$ cat src/rtl/display_arbiter.sv
// Round-robin arbiter that lets several requesters share one seven-segment
// display. An owner keeps the display for at least DWELL_CYCLES cycles
// while others are waiting. If the owner drops its request, the next waiting
// requester gets the display at once.
//
// Ports:
//   clock        - single clock, rising edge
//   reset        - asynchronous, active-high reset
//   request      - per-requester request level
//   dataIn       - requester i hex digits at [16i+15:16i]
//   pointIn      - requester i decimal-point mask at [4i+3:4i]
//   grant        - one-hot owner, zero when idle (registered)
//   data         - owner digit data, zero when idle (registered)
//   pointEnable  - owner decimal-point mask, zero when idle (registered)
//   busy         - high while the display is owned (registered)
module display_arbiter #(
  parameter int unsigned REQUESTERS   = 4,
  parameter int unsigned DWELL_CYCLES = 50000000
) (
  input  logic                         clock,
  input  logic                         reset,
  input  logic [REQUESTERS-1:0]        request,
  input  logic [16*REQUESTERS-1:0]     dataIn,
  input  logic [4*REQUESTERS-1:0]      pointIn,
  output logic [REQUESTERS-1:0]        grant,
  output logic [15:0]                  data,
  output logic [3:0]                   pointEnable,
  output logic                         busy
);

  localparam int unsigned IW = $clog2(REQUESTERS);
  localparam int unsigned CW = (DWELL_CYCLES > 1) ? $clog2(DWELL_CYCLES) : 1;
  localparam logic [CW-1:0] DWELL_LAST = CW'(DWELL_CYCLES - 1);
  localparam logic [IW-1:0] LAST_IDX   = IW'(REQUESTERS - 1);

  typedef enum logic {
    ST_IDLE,
    ST_OWNED
  } state_e;

  state_e                  state_q, state_d;
  logic [IW-1:0]           own_q, own_d;
  logic [IW-1:0]           ptr_q, ptr_d;
  logic [CW-1:0]           cnt_q, cnt_d;
  logic [REQUESTERS-1:0]   grant_q, grant_d;
  logic [15:0]             data_q, data_d;
  logic [3:0]              point_q, point_d;
  logic                    busy_q, busy_d;

  logic                    take;
  logic [IW-1:0]           next_idx;
  logic [REQUESTERS-1:0]   others;
  logic                    dwell_done;

  // First set bit of mask, searching upward from start with wrap-around.
  function automatic logic [IW-1:0] pick(input logic [REQUESTERS-1:0] mask,
                                         input logic [IW-1:0]         start);
    logic [IW-1:0] res;
    logic [IW-1:0] jj;
    logic          hit;
    int unsigned   j;
    res = '0;
    hit = 1'b0;
    for (int unsigned k = 0; k < REQUESTERS; k++) begin
      j  = (32'(start) + k) % REQUESTERS;
      jj = IW'(j);
      if (!hit && mask[jj]) begin
        hit = 1'b1;
        res = jj;
      end
    end
    return res;
  endfunction

  // State register plus registered outputs.
  always_ff @(posedge clock or posedge reset) begin
    if (reset) begin
      state_q <= ST_IDLE;
      own_q   <= '0;
      ptr_q   <= '0;
      cnt_q   <= '0;
      grant_q <= '0;
      data_q  <= '0;
      point_q <= '0;
      busy_q  <= 1'b0;
    end else begin
      state_q <= state_d;
      own_q   <= own_d;
      ptr_q   <= ptr_d;
      cnt_q   <= cnt_d;
      grant_q <= grant_d;
      data_q  <= data_d;
      point_q <= point_d;
      busy_q  <= busy_d;
    end
  end

  // Next-state and output logic; the defaults describe the idle display.
  always_comb begin
    state_d  = ST_IDLE;
    own_d    = own_q;
    ptr_d    = ptr_q;
    cnt_d    = cnt_q;
    grant_d  = '0;
    data_d   = '0;
    point_d  = '0;
    busy_d   = 1'b0;
    take     = 1'b0;
    next_idx = '0;
    // grant_q is zero when idle, so this is the full request vector then.
    others     = request & ~grant_q;
    dwell_done = (cnt_q == DWELL_LAST);

    unique case (state_q)
      ST_IDLE: begin
        if (|request) begin
          take     = 1'b1;
          next_idx = pick(request, ptr_q);
        end
      end
      ST_OWNED: begin
        if (!request[own_q] || (dwell_done && |others)) begin
          // Owner leaving or dwell expired under contention.
          if (|others) begin
            take     = 1'b1;
            next_idx = pick(others, ptr_q);
          end
        end else begin
          state_d = ST_OWNED;
          grant_d = grant_q;
          busy_d  = 1'b1;
          data_d  = dataIn[{own_q, 4'b0000} +: 16];
          point_d = pointIn[{own_q, 2'b00} +: 4];
          cnt_d   = dwell_done ? cnt_q : cnt_q + CW'(1);
        end
      end
      default: ;
    endcase

    if (take) begin
      state_d = ST_OWNED;
      own_d   = next_idx;
      ptr_d   = (next_idx == LAST_IDX) ? '0 : next_idx + IW'(1);
      cnt_d   = '0;
      grant_d = REQUESTERS'(1) << next_idx;
      busy_d  = 1'b1;
      data_d  = dataIn[{next_idx, 4'b0000} +: 16];
      point_d = pointIn[{next_idx, 2'b00} +: 4];
    end
  end

  assign grant       = grant_q;
  assign data        = data_q;
  assign pointEnable = point_q;
  assign busy        = busy_q;

endmodule

$ cat config.mk
export PLATFORM = sky130hd
export DESIGN_NAME = display_arbiter
export DESIGN_NICKNAME = d
export VERILOG_FILES = /design/src/rtl/display_arbiter.sv
export SDC_FILE = /design/constraint.sdc
export NUM_CORES = 1
export LEC_CHECK = 0
export ABC_CLOCK_PERIOD_IN_PS = 3150
export CAP_MARGIN = 20
export CORE_AREA = 2 2 92 94
export DETAILED_ROUTE_END_ITERATION = 10
export DIE_AREA = 0 0 94 96
export MAX_ROUTING_LAYER = met4
export PLACE_DENSITY_LB_ADDON = 0.2
export SETUP_SLACK_MARGIN = 0.1
export SLEW_MARGIN = 20
export SYNTH_ARGS = -nofsm -noshare
export SYNTH_HDL_FRONTEND = slang
export SYNTH_SLANG_ARGS = --single-unit
$ cat constraint.sdc
create_clock -name clock -period 3.15 [get_ports clock]
set_clock_uncertainty 0.2 [all_clocks]
set_input_delay 0.63 -clock clock [delete_from_list [all_inputs] [get_ports clock]]
set_output_delay 0.63 -clock clock [all_outputs]
set_load 0.005 [all_outputs]
==> metrics <==
total CTS buffers=5; Crit Path Max Fanout=33; largest net degree at the start of global routing=56; worst vdd ir=645.5 uV; Post-DP Area=roughly 0.0052 mm^2; number of vias per cell=roughly 6; layout cell share with drive strength beyond 1=0.1811; sequential area share after synthesis=0.3561; Clock Sink Count=55; Worst Setup EP=data[6]; Primary FF master, synth=dfrtp_1; # IOs=111; placed insts=roughly 570; Stages on worst setup path=7; final design utilization=0.6580; WL per Instance=approximately 18 um; area leader, netlist=dfrtp_1; number of cell rows=33; clock slew at reported path FFs=approximately 0.11 ns; switching pwr=around 1.6 mW; max-slew violation count=0; design area=between 0.005 and 0.006 mm^2; max incr delay on CP=0.53 ns; Core Footprint=just over 0.008 mm^2; HPWL Detailed=between 7000 and 8000 um; CTS tree=yes; synth unique cells=52; Internal=about 2.4 mW; Die Area=around 0.009 mm^2; Comb power frac=0.647; final wirelength=10360 um; Ant. Diodes=0; cts hold-fix bufs=0; GPL Wtd Cong=0.8272; CP delay by family, top=multiplexers; Sequential Power Share=0.252; Routed Antenna Nets=0; 1st-iter DRT viols=between 100 and 150; status=finished, final reports clean; fin crit period=approximately 2.9 ns; vias in the first global route=3568; initial antenna violation count=0; I/O Buffers=110; Congestion Overflow GR=0; unrepaired setup endpoints after global routing=true; Startpoint Class=primary input; Critical Path RT=3.15 ns; Worst R2R End=data[6]; layout net count=562; Post-Layout Cell Count=580; Tot GR Track Use=0.2454; Synth Register Bits=55; die width=94 um; Post-CTS Setup Bufs=0; Worst R2R Path Depth=8; first-pass GRT wire length=~17000 um; r2r setup slk=0.45 ns; period utilisation layout=0.9313; Bufs and invs on worst path=2; EDFF count, synth=0; maximum clock insertion buffer count=2; DRC errors left=0; Synth area leaders=dfrtp_1, mux4_2, mux2i_1; Final setup viols=0; Max-Cap Viols=0; Mapped Cells=353; Die Y=roughly 96 um; CP max stage cell=mux4_2; asr flop ratio synth=1.000; CP Cell Sequence=clkdlybuf4s50_1, mux4_2, o31a_1, o32ai_4, buf_12, mux2i_1, o221ai_2; relative slew slack=0.5202; kind of critical path=primary input to flop; P per Cell Area=a little under 800 mW/mm^2; syn avg cell area=10.95 um^2; synthesis-to-layout area growth=37.07%; sw frac=0.4015; Initial Util=0.4800; # H-tree levels=2; Skew-Pair Late Insertion Delay=0.31 ns; worst min-delay path class=flop to flop; Reg2Reg Launch Point=cnt_q[0]; Root Buffer=clkbuf_8; Highest Clock Rate=approximately 0.34 GHz; hold violation count in the final report=0; CP Data Arrival Time=2.94 ns; LEAKAGE=~2.0 nW; Pre-Repair DR Iteration Count=4; Syn. warnings=0; via count=3400; Critical path origin=request[2]; pin slew with the least headroom to its limit=0.7197 ns; clock network power share=0.101; Yosys top cell area share=0.3561; Synth Net Count=approximately 440; setup_tns=0 ns; Post-Synthesis Cell Area=between 0.003 and 0.004 mm^2; endpoint type of the worst setup path=flop
[flip-flops by register name, summed over array words and instances, names as in the netlist]
name,cells
cnt_q,26
data,16
grant,4
pointEnable,4
own_q,2
ptr_q,2
busy,1
[power by group through the flow]
stage	logic (mW)	registers [mW]	clock network, mW
after detailed placement	2.64	1.04	0
final	2.63	1.03	0.413
after global placement	2.58	1.04	0
after CTS	2.65	1.03	0.421
after floorplan	1.73	1.02	0
after global routing	2.85	1.05	0.456
[final cells by class]
type	count	area (um^2)
fillers	640	2754
multi-input cells	263	2303
flip-flops and latches	55	1376
inverters	10	37.54
clock buffers	5	68.82
well taps	105	131.4
repair buffers	139	1356
clock inverters	3	23.77
[synth_stat cells (3+ instances only)]
library cell,number
dfrtp_1,55
mux2i_1,43
nand2_1,37
nor2_1,22
mux4_2,21
o221ai_2,19
a21oi_1,15
o21ai_0,13
xnor2_1,12
inv_1,10
clkbuf_1,9
nand3_1,7
a2111oi_0,6
buf_2,6
nand2b_1,6
or3_1,6
a211oi_1,4
and3_1,4
nand4_1,4
a21bo_2,3
a22oi_1,3
and4_1,3
buf_6,3
buf_8,3
mux2_2,3
nand3b_1,3
[what timing repair did]
| action | in CTS | in global routing |
|---|---|---|
| endpoints found under the setup margin | 0 | 1 |
| hold endpoints to repair | 0 | 0 |
| gates resized for setup | 0 | 0 |
[worst min-delay path: stages (launching register included)]
cell	delay, ns
dfrtp_1	0.39
nand2_1	0.06
o21ai_0	0.06
[stage by stage]
step | hold slack (ns) | setup slack [ns] | power [mW]
after floorplan | 0.2863 | 0.3788 | 2.749
after global placement | 0.3155 | -0.02450 | 3.618
after detailed placement | 0.3361 | -0.1108 | 3.680
after CTS | 0.3602 | 0.2129 | 4.102
after global routing | 0.3651 | 0.09366 | 4.357
final | 0.3480 | 0.2164 | 4.073
[worst min-delay path by stage]
| stage | endpoint | slack [ns] | from | cells after the start |
|---|---|---|---|---|
| 4_1_cts | grant[2] | 0.36 | grant[2] | 2 |
| 3_5_place_dp | grant[2] | 0.34 | grant[2] | 2 |
| 6_report | grant[2] | 0.35 | grant[2] | 2 |
| 3_3_place_gp | grant[2] | 0.32 | grant[2] | 2 |
| 2_1_floorplan | grant[2] | 0.29 | grant[2] | 2 |
| 5_1_grt | grant[2] | 0.37 | grant[2] | 2 |
[layer usage]
metal / share of wire / wire length, um / vias to the layer above / global-route usage
met3: 0.061 / 633 / 10 / 0.05560
met1: 0.40 / 4172 / 1688 / 0.2828
li1: - / - / 1597 / -
met5: 0 / 0 / - / -
met2: 0.53 / 5439 / 105 / 0.4405
met4: 0.011 / 111 / 0 / 0.05314
[logic make-up after synthesis]
group / share of synthesized area
AOI/OAI and AO/OA: 0.1904
xor gates and xnor gates: 0.02719
adders and majority gates: 0.006474
buffers and inverters: 0.05244
DFF: 0.3561
muxes: 0.2425
and+or+nand+nor: 0.1250
[placed cells by master (no fill, tap or decap), types with 3 or more instances in the layout]
cell type          n
nand2_1           37
nand3_1            7
nand2b_1           6
nand4_1            4
buf_12             3
xnor2_1           12
mux2i_1           43
nand3b_1           3
nor2_1            22
a2111oi_0          6
dfrtp_1           55
o221ai_2          19
a22oi_1            3
mux2_2             3
buf_4             26
a211oi_1           4
clkdlybuf4s50_1  110
and4_1             3
or3_1              6
a21oi_1           15
a21bo_2            3
clkbuf_8           5
inv_1              9
and3_1             4
o21ai_0           13
mux4_2            21
Power figures use the tool's default switching activity.
